--- config.mk ---
export PLATFORM = sky130hd
export DESIGN_NAME = ring_fifo_2n
export DESIGN_NICKNAME = d
export VERILOG_FILES = /design/src/rtl/ring_fifo_2n.sv
export SDC_FILE = /design/constraint.sdc
export NUM_CORES = 1
export LEC_CHECK = 0
export BUFFER_PORTS_ARGS = -buffer_cell sky130_fd_sc_hd__buf_2
export CAP_MARGIN = 15
export CELL_PAD_IN_SITES_DETAIL_PLACEMENT = 0
export CELL_PAD_IN_SITES_GLOBAL_PLACEMENT = 1
export CORE_UTILIZATION = 55
export CTS_BUF_LIST = sky130_fd_sc_hd__clkbuf_16
export CTS_CLUSTER_DIAMETER = 40
export DETAILED_ROUTE_END_ITERATION = 10
export MAX_ROUTING_LAYER = met4
export PLACE_DENSITY_LB_ADDON = 0.1
export RECOVER_POWER = 50
export SLEW_MARGIN = 40
export SYNTH_ARGS = -nofsm -noshare
export SYNTH_HDL_FRONTEND = slang
export SYNTH_SLANG_ARGS = --single-unit
--- constraint.sdc ---
create_clock -name clk -period 5.6 [get_ports clk]
set_clock_uncertainty 0.1 [all_clocks]
set_input_delay 0 -clock clk [delete_from_list [all_inputs] [get_ports clk]]
set_output_delay 0 -clock clk [all_outputs]
set_load 0.1 [all_outputs]
--- src/rtl/ring_fifo_2n.sv ---
// ring_fifo_2n: synchronous circular FIFO of 2^ADDR_W entries.
// Wrap is done by masking the pointer with (DEPTH-1). The pointers carry one extra
// lap bit, so a full FIFO can be told apart from an empty one.
//
// Handshake, both sides: a transfer happens at a rising edge when valid and ready
// are both 1. The ready/valid outputs come only from registered pointers. They never
// depend combinationally on the partner's valid/ready.
module ring_fifo_2n #(
  parameter int DATA_W   = 8,
  parameter int ADDR_W   = 6,
  parameter int AF_LEVEL = 48
) (
  input  logic              clk,
  input  logic              rst,
  input  logic              in_valid,
  input  logic [DATA_W-1:0] in_data,
  output logic              in_ready,
  output logic              out_valid,
  output logic [DATA_W-1:0] out_data,
  input  logic              out_ready,
  output logic [ADDR_W:0]   count,
  output logic              almost_full,
  output logic [ADDR_W:0]   high_water
);

  localparam int DEPTH = 1 << ADDR_W;
  localparam logic [ADDR_W-1:0] ADDR_MASK = ADDR_W'(DEPTH - 1);
  localparam logic [ADDR_W:0]   AF_THRESH = (ADDR_W+1)'(AF_LEVEL);

  logic [DATA_W-1:0] mem [DEPTH];

  logic [ADDR_W:0]   wr_ptr_q, wr_ptr_d;
  logic [ADDR_W:0]   rd_ptr_q, rd_ptr_d;
  logic [ADDR_W:0]   count_q, count_d;
  logic [ADDR_W:0]   high_water_q, high_water_d;
  logic              almost_full_q, almost_full_d;

  logic [ADDR_W-1:0] wr_addr;
  logic [ADDR_W-1:0] rd_addr;
  logic              empty;
  logic              full;
  logic              push;
  logic              pop;

  assign wr_addr = wr_ptr_q[ADDR_W-1:0] & ADDR_MASK;
  assign rd_addr = rd_ptr_q[ADDR_W-1:0] & ADDR_MASK;

  // The FIFO is empty when the pointers match. It is full when only the lap bits differ.
  assign empty = (wr_ptr_q == rd_ptr_q);
  assign full  = (wr_ptr_q[ADDR_W] != rd_ptr_q[ADDR_W]) &&
                 (wr_ptr_q[ADDR_W-1:0] == rd_ptr_q[ADDR_W-1:0]);

  assign in_ready  = !full;
  assign out_valid = !empty;
  assign push      = in_valid  && in_ready;
  assign pop       = out_valid && out_ready;

  // The head sample is shown only while it is valid, so the bus idles at zero.
  assign out_data = out_valid ? mem[rd_addr] : '0;

  assign count       = count_q;
  assign almost_full = almost_full_q;
  assign high_water  = high_water_q;

  // Next-state: pointers, occupancy counter and the level flags derived from it.
  always_comb begin
    wr_ptr_d      = wr_ptr_q;
    rd_ptr_d      = rd_ptr_q;
    count_d       = count_q;
    high_water_d  = high_water_q;
    almost_full_d = almost_full_q;
    if (push) wr_ptr_d = wr_ptr_q + 1'b1;
    if (pop)  rd_ptr_d = rd_ptr_q + 1'b1;
    case ({push, pop})
      2'b10:   count_d = count_q + 1'b1;
      2'b01:   count_d = count_q - 1'b1;
      default: count_d = count_q;
    endcase
    almost_full_d = (count_d >= AF_THRESH);
    high_water_d  = (count_d > high_water_q) ? count_d : high_water_q;
  end

  // State registers. A synchronous reset discards every entry and overrides any same-cycle push or pop.
  always_ff @(posedge clk) begin
    if (rst) begin
      wr_ptr_q      <= '0;
      rd_ptr_q      <= '0;
      count_q       <= '0;
      high_water_q  <= '0;
      almost_full_q <= 1'b0;
    end else begin
      wr_ptr_q      <= wr_ptr_d;
      rd_ptr_q      <= rd_ptr_d;
      count_q       <= count_d;
      high_water_q  <= high_water_d;
      almost_full_q <= almost_full_d;
    end
  end

  // Sample storage. Contents are not reset; the pointers alone decide what is valid.
  always_ff @(posedge clk) begin
    if (push && !rst) mem[wr_addr] <= in_data;
  end

endmodule

==> results of run 1 <==
-- worst reg2reg max path: cells and delay by family, from the launching register on --
| kind | cells | cell delay, ns |
|---|---|---|
| compound gates | 5 | 1.43 |
| fa+ha+maj | 3 | 1.06 |
| xor+xnor | 2 | 0.40 |
| simple gates | 3 | 0.78 |
| buf+inv | 2 | 0.16 |
| flops | 1 | 0.50 |
| mux | 2 | 0.50 |
-- worst max path at each step --
| stage | start | end | slack (ns) | depth (start not counted) |
|---|---|---|---|---|
| 2_1_floorplan | wr_ptr_q[0]$_SDFFE_PP0P_ | high_water[0]$_SDFFE_PP0N_ | 0.80 | 18 |
| 3_3_place_gp | wr_ptr_q[1]$_SDFFE_PP0P_ | high_water[6]$_SDFFE_PP0N_ | 0.61 | 16 |
| 3_5_place_dp | wr_ptr_q[1]$_SDFFE_PP0P_ | high_water[3]$_SDFFE_PP0N_ | 0.48 | 17 |
| 4_1_cts | wr_ptr_q[1]$_SDFFE_PP0P_ | high_water[3]$_SDFFE_PP0N_ | 0.43 | 17 |
| 5_1_grt | wr_ptr_q[1]$_SDFFE_PP0P_ | high_water[3]$_SDFFE_PP0N_ | 0.09 | 17 |
| 6_report | wr_ptr_q[1]$_SDFFE_PP0P_ | high_water[4]$_SDFFE_PP0N_ | 0.54 | 17 |
-- sequential cells by signal, summed over array words and instances, names as in the netlist, named ones only --
register / cells
mem: 512
high_water: 7
rd_ptr_q: 7
wr_ptr_q: 7
count: 7
almost_full: 1
-- metal layers --
metal  wire length (um)  track usage  part of all wire  up-vias
met1              19800        0.353              0.43     5462
li1                   -            -                 -     4540
met4               1080       0.0879             0.023        0
met3               3080       0.0465             0.066       66
met2              22600        0.381              0.49      355
met5                  0            -                 0        -
-- cells by family after synthesis --
family,after synthesis
flops,547
simple gates,179
mux,162
compound gates,68
buf+inv,64
xor+xnor,22
fa+ha+maj,15
-- final cells by class --
class                   count  area [um^2]
diodes                      2         5.00
well taps                 518          648
clock buffers              73         1830
inverters                  13         48.8
flip-flops and latches    547        16100
clock inverters            46          474
multi-input cells         446         5250
fillers                  2647        13900
repair buffers             67          417
-- metrics by stage --
step | area (um^2) | power (mW) | instances | hold slack [ns]
4_1_cts | 24800 | 10.9 | 1710 | 0.0125
3_5_place_dp | 22400 | 6.50 | 1586 | 0.387
2_1_floorplan | 21600 | 6.05 | 1057 | -0.0191
5_1_grt | 24800 | 11.1 | 1711 | 0.451
3_3_place_gp | 22400 | 6.48 | 1583 | 0.396
6_report | 24800 | 10.8 | 1712 | 0.394
-- cell usage after synthesis, drive strengths merged (3+ instances only) --
master	number
a32oi	5
nand3b	8
nand2b	3
mux2	8
nand2	20
nor3	11
xnor2	15
buf	28
a21oi	11
nand3	7
o22ai	17
a21o	4
a22oi	3
ha	14
nand4	5
clkbuf	23
o21ai	17
nor3b	3
xor2	7
inv	13
dfxtp	35
or3	3
mux4	152
nor2	97
edfxtp	512
nor2b	11
or3b	4
-- what timing repair did --
item | 4_1_cts | 5_1_grt
endpoints found under the hold margin | 98 | 0
setup buffers | 0 | 0
hold buffers | 5 | 0
endpoints found under the setup margin | 0 | 7
gates resized for setup | 0 | 1
-- layout by cell type, fill, tap and decap left out, drive strengths merged, types with 15 or more instances in the layout --
master / count
mux4: 152
clkinv: 20
xnor2: 15
dfxtp: 35
o22ai: 17
edfxtp: 512
nand2: 20
o21ai: 17
clkbuf: 98
buf: 37
inv: 26
nor2: 97
-- power by group through the flow --
stage,registers (mW),logic [mW],clock network [mW]
2_1_floorplan,4.85,1.20,0
3_3_place_gp,4.70,1.78,0
3_5_place_dp,4.67,1.83,0
4_1_cts,4.59,1.84,4.46
5_1_grt,4.60,1.92,4.62
6_report,4.60,1.80,4.39
==> flow_metrics.env, run 1 <==
export IMPL_yosys_area_top_type_share=0.713
export IMPL_rr_startpoint="wr_ptr_q[1]$_SDFFE_PP0P_"
export IMPL_setup_slack_ns=0.543
export IMPL_postSynth_topFlopCell="edfxtp_1"
export IMPL_synth_simple_gate_area_share=0.0388
export IMPL_crit_chain="xnor2_1 > nand4_1 > o31a_1 > inv_1 > ha_1 > ha_1 > nor4bb_1 > a311o_1 > or3b_1 > xnor2_1 > inv_1 > ha_1 > a21o_1 > o31ai_1 > mux2i_1 > o22ai_2 > mux2_2"
export IMPL_hold_path_startpoint="rst"
export IMPL_clk_pin_slew_ns=0.05
export IMPL_synth_distinct_cells=48
export IMPL_avgRoutedWirePerCell_um=27.2
export IMPL_synth_top_family_by_area="multiplexers"
export IMPL_cpLargestDelayFamily="compound AO/OA/AOI/OAI gates"
export IMPL_port_buffers=36
export IMPL_place_gp_congestion=0.806
export IMPL_ys_ff_latch=547
export IMPL_grt_start_max_net_pins=65
export IMPL_synth_avg_cell_area_um2=20.4
export IMPL_synth_xor_area_share=0.00893
export IMPL_path_buf_inv=2
export IMPL_drtPass1Iterations=8
export IMPL_synthAdderAreaFrac=0.00905
export IMPL_critPathMostFrequentCell="ha_1"
export IMPL_yosys_warnings=0
export IMPL_hold_class="primary input to flop"
export IMPL_leakagePower_nw=7.70
export IMPL_place_ws_ns=0.479
export IMPL_hpwl_um=28100
export IMPL_nets=1170
export IMPL_cts_sinks=547
export IMPL_fmax_ghz=0.198
export IMPL_yosysTopAreaCell="edfxtp_1"
export IMPL_clkLatencyLatePin_ns=0.57
export IMPL_cts_tree="yes"
export IMPL_cp_slowest_cell="dfxtp_1"
export IMPL_max_cap_violations=8
export IMPL_die_y_um=200
export IMPL_avgViaCountPerCell=6.09
export IMPL_arrival_ns=5.41
export IMPL_synth_compound_area_share=0.0203
export IMPL_die_x_um=200
export IMPL_switching_share=0.265
export IMPL_worst_pin_slew_ns=3.23
export IMPL_synthMuxAreaShare=0.164
export IMPL_p_int_mw=7.93
export IMPL_overflow=0
export IMPL_start_util=0.558
export IMPL_hold_violations=0
export IMPL_drc_errors=0
export IMPL_cts_htree_levels=3
export IMPL_reg2reg_depth=17
export IMPL_drive_gt1_frac=0.277
export IMPL_min_to="wr_ptr_q[0]$_SDFFE_PP0P_"
export IMPL_drv_slew=520
export IMPL_worst_setup_path_start_kind="flop"
export IMPL_async_reset_ff_frac=0
export IMPL_p_switching_mw=2.86
export IMPL_route_vias_total=10400
export IMPL_synthToLayoutAreaGrowth_pct=14.7
export IMPL_reg2reg_to="high_water[4]$_SDFFE_PP0N_"
export IMPL_finalCriticalPeriod_ns=5.06
export IMPL_violations="capacitance limit, slew limit"
export IMPL_finalSetupViolCount=0
export IMPL_ios=37
export IMPL_cts_buffers=68
export IMPL_p_seq_frac=0.426
export IMPL_slew_headroom=-1.15
export IMPL_slowest_delay_ns=0.50
export IMPL_post_route_period_util=0.903
export IMPL_die_area_mm2=0.0400
export IMPL_root_buffer="clkbuf_16"
export IMPL_drt_total_wl_um=46500
export IMPL_crit_type="flop to flop"
export IMPL_r2r_slack_ns=0.54
export IMPL_synth_area_mm2=0.0216
export IMPL_peakVddDrop_mv=0.351
export IMPL_drtAntennaViolNets=0
export IMPL_rows=72
export IMPL_yosysSeqAreaShare=0.745
export IMPL_path_max_fanout=11
export IMPL_rsz0062_at_grt="false"
export IMPL_end_kind="flop"
export IMPL_required_ns=5.95
export IMPL_setup_tns_final_ns=0
export IMPL_synthesis_nets=1084
export IMPL_final_core_util=0.641
export IMPL_antenna_found_initial=1
export IMPL_whs_path_depth=3
export IMPL_core_area_mm2=0.0386
export IMPL_clkPwrFrac=0.407
export IMPL_grt_pass1_wl_um=68200
export IMPL_grt_pass1_vias=10500
export IMPL_clockBufferDepth=3
export IMPL_netlist_instances=1057
export IMPL_drt_iter0_drc=972
export IMPL_p_comb_frac=0.167
export IMPL_grt_util_all_layers=0.253
export IMPL_powerDensity_mw_per_mm2=436
export IMPL_synth_top_cells_by_area="edfxtp_1, mux4_2, dfxtp_1, nor2_1, ha_1"
export IMPL_synth_edf_count=512
export IMPL_status="finished with violations"
Power figures use the tool's default switching activity.
==> run 2: changes to the inputs <==
--- a/config.mk
+++ b/config.mk
@@ -5,7 +5,7 @@
 export SDC_FILE = /design/constraint.sdc
 export NUM_CORES = 1
 export LEC_CHECK = 0
-export BUFFER_PORTS_ARGS = -buffer_cell sky130_fd_sc_hd__buf_2
+export BUFFER_PORTS_ARGS = -buffer_cell sky130_fd_sc_hd__buf_4
 export CAP_MARGIN = 15
 export CELL_PAD_IN_SITES_DETAIL_PLACEMENT = 0
 export CELL_PAD_IN_SITES_GLOBAL_PLACEMENT = 1
@@ -13,7 +13,6 @@
 export CTS_BUF_LIST = sky130_fd_sc_hd__clkbuf_16
 export CTS_CLUSTER_DIAMETER = 40
 export DETAILED_ROUTE_END_ITERATION = 10
-export MAX_ROUTING_LAYER = met4
 export PLACE_DENSITY_LB_ADDON = 0.1
 export RECOVER_POWER = 50
 export SLEW_MARGIN = 40
==> constraint.sdc (replaced) <==
create_clock -name clk -period 5.6 [get_ports clk]
set_clock_uncertainty 0.1 [all_clocks]
set_input_delay 0.28 -clock clk [delete_from_list [all_inputs] [get_ports clk]]
set_output_delay 0.28 -clock clk [all_outputs]
set_load 0.1 [all_outputs]
==> run 2 against run 1 <==
The flow still finishes with violations (capacitance limit, slew limit). Fmax is 0.37% lower. Register-to-register slack worse by 0.02 ns. Final cell count is 0.53% lower. Global-route usage is 0.66 points lower. Die area stayed put. Worst setup slack worse by 0.019 ns. Combinational power hardly changed. Sequential cell count stayed put. Non-clock buffer count is 12 lower. Largest power group unchanged. Highest routed layer unchanged.
==> flow_metrics.env, run 2 (synthesized netlist as in run 1, its figures left out) <==
export IMPL_status="finished with violations"
export IMPL_violations="capacitance limit, slew limit"
export IMPL_p_comb_frac=0.164
export IMPL_max_cap_violations=8
export IMPL_avgRoutedWirePerCell_um=27.5
export IMPL_grt_pass1_vias=10500
export IMPL_clkPwrFrac=0.412
export IMPL_ios=37
export IMPL_hold_class="primary input to flop"
export IMPL_end_kind="flop"
export IMPL_place_gp_congestion=0.788
export IMPL_nets=1159
export IMPL_hpwl_um=28000
export IMPL_arrival_ns=5.43
export IMPL_grt_util_all_layers=0.247
export IMPL_root_buffer="clkbuf_16"
export IMPL_cts_tree="yes"
export IMPL_route_vias_total=10400
export IMPL_reg2reg_to="high_water[5]$_SDFFE_PP0N_"
export IMPL_clk_pin_slew_ns=0.05
export IMPL_slew_headroom=-1.11
export IMPL_slowest_delay_ns=0.49
export IMPL_crit_chain="xnor2_1 > nand4_1 > o31a_1 > inv_1 > ha_1 > ha_1 > a211oi_1 > nor4_1 > or3b_1 > xnor2_1 > inv_1 > ha_1 > a21o_1 > o32a_1 > o22ai_2 > mux2_2"
export IMPL_die_y_um=200
export IMPL_path_max_fanout=11
export IMPL_setup_tns_final_ns=0
export IMPL_die_area_mm2=0.0400
export IMPL_cp_slowest_cell="dfxtp_1"
export IMPL_p_seq_frac=0.424
export IMPL_worst_pin_slew_ns=3.17
export IMPL_p_int_mw=7.96
export IMPL_critPathMostFrequentCell="ha_1"
export IMPL_reg2reg_depth=16
export IMPL_clkLatencyLatePin_ns=0.58
export IMPL_switching_share=0.268
export IMPL_finalSetupViolCount=0
export IMPL_p_switching_mw=2.92
export IMPL_cts_setup_buffers=0
export IMPL_largest_register="mem"
export IMPL_r2r_slack_ns=0.52
export IMPL_synthToLayoutAreaGrowth_pct=14.8
export IMPL_cts_sinks=547
export IMPL_crit_type="flop to flop"
export IMPL_final_core_util=0.641
export IMPL_cts_htree_levels=3
export IMPL_grt_pass1_wl_um=69000
export IMPL_fmax_ghz=0.197
export IMPL_rows=72
export IMPL_clockBufferDepth=3
export IMPL_leakagePower_nw=7.69
export IMPL_drt_total_wl_um=46900
export IMPL_start_util=0.558
export IMPL_largest_register_ffs=512
export IMPL_hold_violations=0
export IMPL_required_ns=5.95
export IMPL_post_route_period_util=0.906
export IMPL_finalNonFillerCells=1703
export IMPL_drtAntennaViolNets=0
export IMPL_overflow=0
export IMPL_drtPass1Iterations=5
export IMPL_place_inst=1577
export IMPL_finalCriticalPeriod_ns=5.08
export IMPL_core_area_mm2=0.0386
export IMPL_avgViaCountPerCell=6.10
export IMPL_hold_path_startpoint="out_ready"
export IMPL_drc_errors=0
export IMPL_port_buffers=36
export IMPL_powerDensity_mw_per_mm2=439
export IMPL_cts_buffers=69
export IMPL_worst_setup_path_start_kind="flop"
export IMPL_antenna_found_initial=0
export IMPL_die_x_um=200
export IMPL_rsz0062_at_grt="false"
export IMPL_layout_common_cells="edfxtp_1, mux4_2, nor2_1, clkbuf_16, dfxtp_1"
export IMPL_drt_iter0_drc=811
export IMPL_peakVddDrop_mv=0.450
export IMPL_mostFrequentLayoutCell="edfxtp_1"
export IMPL_whs_path_depth=5
export IMPL_drv_slew=521
export IMPL_drive_gt1_frac=0.274
export IMPL_grt_start_max_net_pins=65
export IMPL_rr_startpoint="wr_ptr_q[1]$_SDFFE_PP0P_"
==> run 2: cell types whose count changed in the layout (fill, tap and decap cells not counted), sizes merged <==
cell | previous run | this run
diode | 2 | 1
dlygate4sd3 | 5 | 1
inv | 26 | 28
clkinv | 20 | 22
buf | 37 | 29
==> run 2: timing repair <==
item | CTS | global route
hold buffers | 1 | 0
setup endpoints to repair | 0 | 0
resized for setup | 0 | 0
endpoints found under the hold margin | 2 | 0
==> run 2: through the flow <==
stage          power (mW)  setup slack (ns)  cell area [um^2]  hold WS, ns
2_1_floorplan        6.05             0.804             21600        0.261
3_3_place_gp         6.51             0.624             22400        0.413
3_5_place_dp         6.52             0.487             22400        0.418
4_1_cts              11.0             0.464             24800       0.0757
5_1_grt              11.2            0.0931             24800        0.136
6_report             10.9             0.524             24800       0.0955
==> run 2: per-layer routing <==
layer  part of all wire  GRT usage  vias to the layer above
met3              0.067     0.0543                       67
met4              0.020     0.0735                        0
met2               0.48      0.380                      321
li1                   -          -                     4516
met1               0.43      0.358                     5486
met5                  0          0                        -
==> run 2: area by class of cell <==
class                   count  area, um^2
flip-flops and latches    547       16100
repair buffers             55         370
clock inverters            50         529
diodes                      1        2.50
fillers                  2656       13900
well taps                 518         648
multi-input cells         446        5250
clock buffers              73        1830
inverters                  13        48.8
==> run 2: critical path: cells and delay by family, from the launching register on <==
family                     cells  cell delay (ns)
AOI/OAI and AO/OA              5             1.59
adders and majority gates      3             1.07
and+or+nand+nor                3             0.74
DFF                            1             0.49
xor gates and xnor gates       2             0.44
muxes                          1             0.38
buffers and inverters          2             0.16
==> run 2: power by group through the flow <==
| stage | clock network [mW] | logic, mW | registers [mW] |
|---|---|---|---|
| after floorplan | 0 | 1.20 | 4.85 |
| after global placement | 0 | 1.82 | 4.70 |
| after detailed placement | 0 | 1.83 | 4.70 |
| after CTS | 4.54 | 1.84 | 4.61 |
| after global routing | 4.71 | 1.89 | 4.63 |
| final | 4.48 | 1.78 | 4.61 |
==> run 2: worst max path at each step <==
stage	startpoint	endpoint	depth (start not counted)
finish	wr_ptr_q[1]$_SDFFE_PP0P_	high_water[5]$_SDFFE_PP0N_	16
detailed placement	wr_ptr_q[1]$_SDFFE_PP0P_	high_water[5]$_SDFFE_PP0N_	17
global placement	wr_ptr_q[1]$_SDFFE_PP0P_	high_water[0]$_SDFFE_PP0N_	16
floorplan	wr_ptr_q[0]$_SDFFE_PP0P_	high_water[0]$_SDFFE_PP0N_	18
CTS	wr_ptr_q[1]$_SDFFE_PP0P_	high_water[5]$_SDFFE_PP0N_	17
global route	wr_ptr_q[1]$_SDFFE_PP0P_	high_water[5]$_SDFFE_PP0N_	17
==> run 3: changes to the inputs <==
--- a/config.mk
+++ b/config.mk
@@ -13,7 +13,7 @@
 export CTS_BUF_LIST = sky130_fd_sc_hd__clkbuf_16
 export CTS_CLUSTER_DIAMETER = 40
 export DETAILED_ROUTE_END_ITERATION = 10
-export PLACE_DENSITY_LB_ADDON = 0.1
+export PLACE_DENSITY_LB_ADDON = 0.12
 export RECOVER_POWER = 50
 export SLEW_MARGIN = 40
 export SYNTH_ARGS = -nofsm -noshare
==> run 3 against run 2 <==
The run still ends with capacitance limit, slew limit left. Count of clock-buffer cells in the layout rose by 3. Non-clock buffer count fell by 2. Total power rose by 2.5%. Clock power rose by 5.6%. Largest power group is now the clock network. Highest routed layer unchanged.
==> flow_metrics.env, run 3 (synthesized netlist as in run 1, its figures left out) <==
export IMPL_status="finished with violations"
export IMPL_violations="capacitance limit, slew limit"
export IMPL_largest_register="mem"
export IMPL_critPathMostFrequentCell="ha_1"
export IMPL_reg2reg_depth=16
export IMPL_reg2reg_to="high_water[6]$_SDFFE_PP0N_"
export IMPL_core_area_mm2=0.0386
export IMPL_dpl_cell_area_mm2=0.0224
export IMPL_cts_buffers=72
export IMPL_overflow=0
export IMPL_crit_chain="xnor2_1 > nand4_1 > o31a_1 > inv_1 > ha_1 > ha_1 > a211oi_1 > nor4_1 > or3b_1 > xnor2_1 > inv_1 > ha_1 > a21o_1 > o32a_1 > o22ai_2 > mux2_2"
export IMPL_setup_tns_final_ns=0
export IMPL_drtAntennaViolNets=0
export IMPL_endpoint="high_water[6]$_SDFFE_PP0N_"
export IMPL_die_x_um=200
export IMPL_slew_headroom=-1.12
export IMPL_finalSetupViolCount=0
export IMPL_layout_common_cells="edfxtp_1, mux4_2, nor2_1, clkbuf_16, dfxtp_1"
export IMPL_drv_slew=520
export IMPL_rr_startpoint="wr_ptr_q[3]$_SDFFE_PP0P_"
export IMPL_critPathLaunch="wr_ptr_q[3]$_SDFFE_PP0P_"
export IMPL_die_area_mm2=0.0400
export IMPL_post_route_period_util=0.914
export IMPL_ios=37
export IMPL_grt_pass1_wl_um=69300
export IMPL_r2r_slack_ns=0.48
export IMPL_route_vias_total=10500
export IMPL_finalCriticalPeriod_ns=5.12
export IMPL_path_max_fanout=11
export IMPL_place_gp_congestion=0.805
export IMPL_port_buffers=36
export IMPL_root_buffer="clkbuf_16"
export IMPL_grt_util_all_layers=0.248
export IMPL_largest_register_ffs=512
export IMPL_start_util=0.558
export IMPL_clkLatencyLatePin_ns=0.59
export IMPL_path_buf_inv=2
export IMPL_avgRoutedWirePerCell_um=27.8
export IMPL_max_cap_violations=8
export IMPL_cts_tree="yes"
export IMPL_grt_pass1_vias=10400
export IMPL_rows=72
export IMPL_avgViaCountPerCell=6.13
export IMPL_cts_htree_levels=3
export IMPL_peakVddDrop_mv=0.433
export IMPL_powerDensity_mw_per_mm2=447
export IMPL_drtPass1Iterations=5
export IMPL_worst_pin_slew_ns=3.17
export IMPL_clk_pin_slew_ns=0.06
export IMPL_synthToLayoutAreaGrowth_pct=15.5
export IMPL_antenna_cells=0
export IMPL_slowest_delay_ns=0.56
export IMPL_worst_setup_path_start_kind="flop"
export IMPL_drc_errors=0
export IMPL_cts_sinks=547
export IMPL_required_ns=5.96
export IMPL_hold_violations=0
export IMPL_postLayoutCellArea_mm2=0.0249
export IMPL_cpLargestDelayFamily="compound AO/OA/AOI/OAI gates"
export IMPL_end_kind="flop"
export IMPL_nets=1160
export IMPL_antenna_found_initial=1
export IMPL_grt_start_max_net_pins=65
export IMPL_cp_slowest_cell="dfxtp_1"
export IMPL_fmax_ghz=0.195
export IMPL_cts_resized=0
export IMPL_drive_gt1_frac=0.275
export IMPL_rsz0062_at_grt="false"
export IMPL_clockBufferDepth=3
export IMPL_worstSetupPathDepth=16
export IMPL_hpwl_um=28000
export IMPL_drt_total_wl_um=47400
export IMPL_mostFrequentLayoutCell="edfxtp_1"
export IMPL_die_y_um=200
export IMPL_drt_iter0_drc=697
export IMPL_leakagePower_nw=7.78
export IMPL_crit_type="flop to flop"
export IMPL_arrival_ns=5.47
export IMPL_hold_class="primary input to flop"
-- run 3: cell types whose count changed in the layout (fill, tap and decap cells not counted), moves of 4 or more --
cell	delta
inv_1	+7
clkinv_1	-5
clkinv_4	-5
buf_4	-4
-- run 3: metrics by stage --
| step | std cells | setup slack, ns | power [mW] | utilization | hold WS, ns |
|---|---|---|---|---|---|
| floorplan | 1057 | 0.804 | 6.05 | - | 0.261 |
| global placement | 1573 | 0.606 | 6.53 | 0.580 | 0.418 |
| detailed placement | 1574 | 0.457 | 6.54 | 0.580 | 0.430 |
| CTS | 1705 | 0.437 | 11.3 | 0.645 | 0.0632 |
| global route | 1707 | 0.00558 | 11.5 | 0.645 | 0.131 |
| finish | 1707 | 0.484 | 11.1 | 0.645 | 0.0807 |
-- run 3: layer usage --
layer / vias to the layer above / track usage / wire [um]
met5: - / 0 / 0
met4: 0 / 0.0630 / 964
met3: 70 / 0.0570 / 3390
met2: 358 / 0.385 / 23000
met1: 5507 / 0.360 / 20000
li1: 4531 / - / -
-- run 3: worst min path at each step --
| stage | start | endpoint | slack [ns] | cells after the start |
|---|---|---|---|---|
| 6_report | out_ready | flop | 0.08 | 5 |
| 3_3_place_gp | wr_ptr_q[6]$_SDFFE_PP0P_ | wr_ptr_q[6]$_SDFFE_PP0P_ | 0.42 | 2 |
| 3_5_place_dp | wr_ptr_q[6]$_SDFFE_PP0P_ | wr_ptr_q[6]$_SDFFE_PP0P_ | 0.43 | 2 |
| 4_1_cts | out_ready | flop | 0.06 | 5 |
| 2_1_floorplan | rst | count[1]$_SDFF_PP0_ | 0.26 | 1 |
| 5_1_grt | out_ready | flop | 0.13 | 5 |
-- run 3: cell type report --
class                           count  area (um^2)
Clock buffer                       76         1900
Clock inverter                     54          611
Fill cell                        2623        13700
Inverter                           13         48.8
Multi-Input combinational cell    446         5240
Sequential cell                   547        16100
Tap cell                          518          648
Timing Repair Buffer               53          380
-- run 3: worst reg2reg max path, delay by kind of cell (launching register included) --
family                   cells  cell delay (ns)
AO/OA/AOI/OAI                5             1.59
flip-flops                   1             0.56
XOR/XNOR                     2             0.43
buffers and inverters        2             0.17
adder cells (fa/ha/maj)      3             1.06
multiplexers                 1             0.38
AND/OR/NAND/NOR              3             0.71
-- run 3: timing repair --
item | CTS | global route
buffers inserted | 0 | 0
hold buffers | 1 | 0
endpoints found under the hold margin | 9 | 0
-- run 3: power breakdown --
part           total (mW)  internal [mW]  leakage, nW  switching, mW
Sequential           4.62           4.52         4.89         0.0931
Clock                4.73           2.99         1.26           1.74
Combinational        1.79          0.676         1.62           1.12
Total                11.1           8.19         7.78           2.95
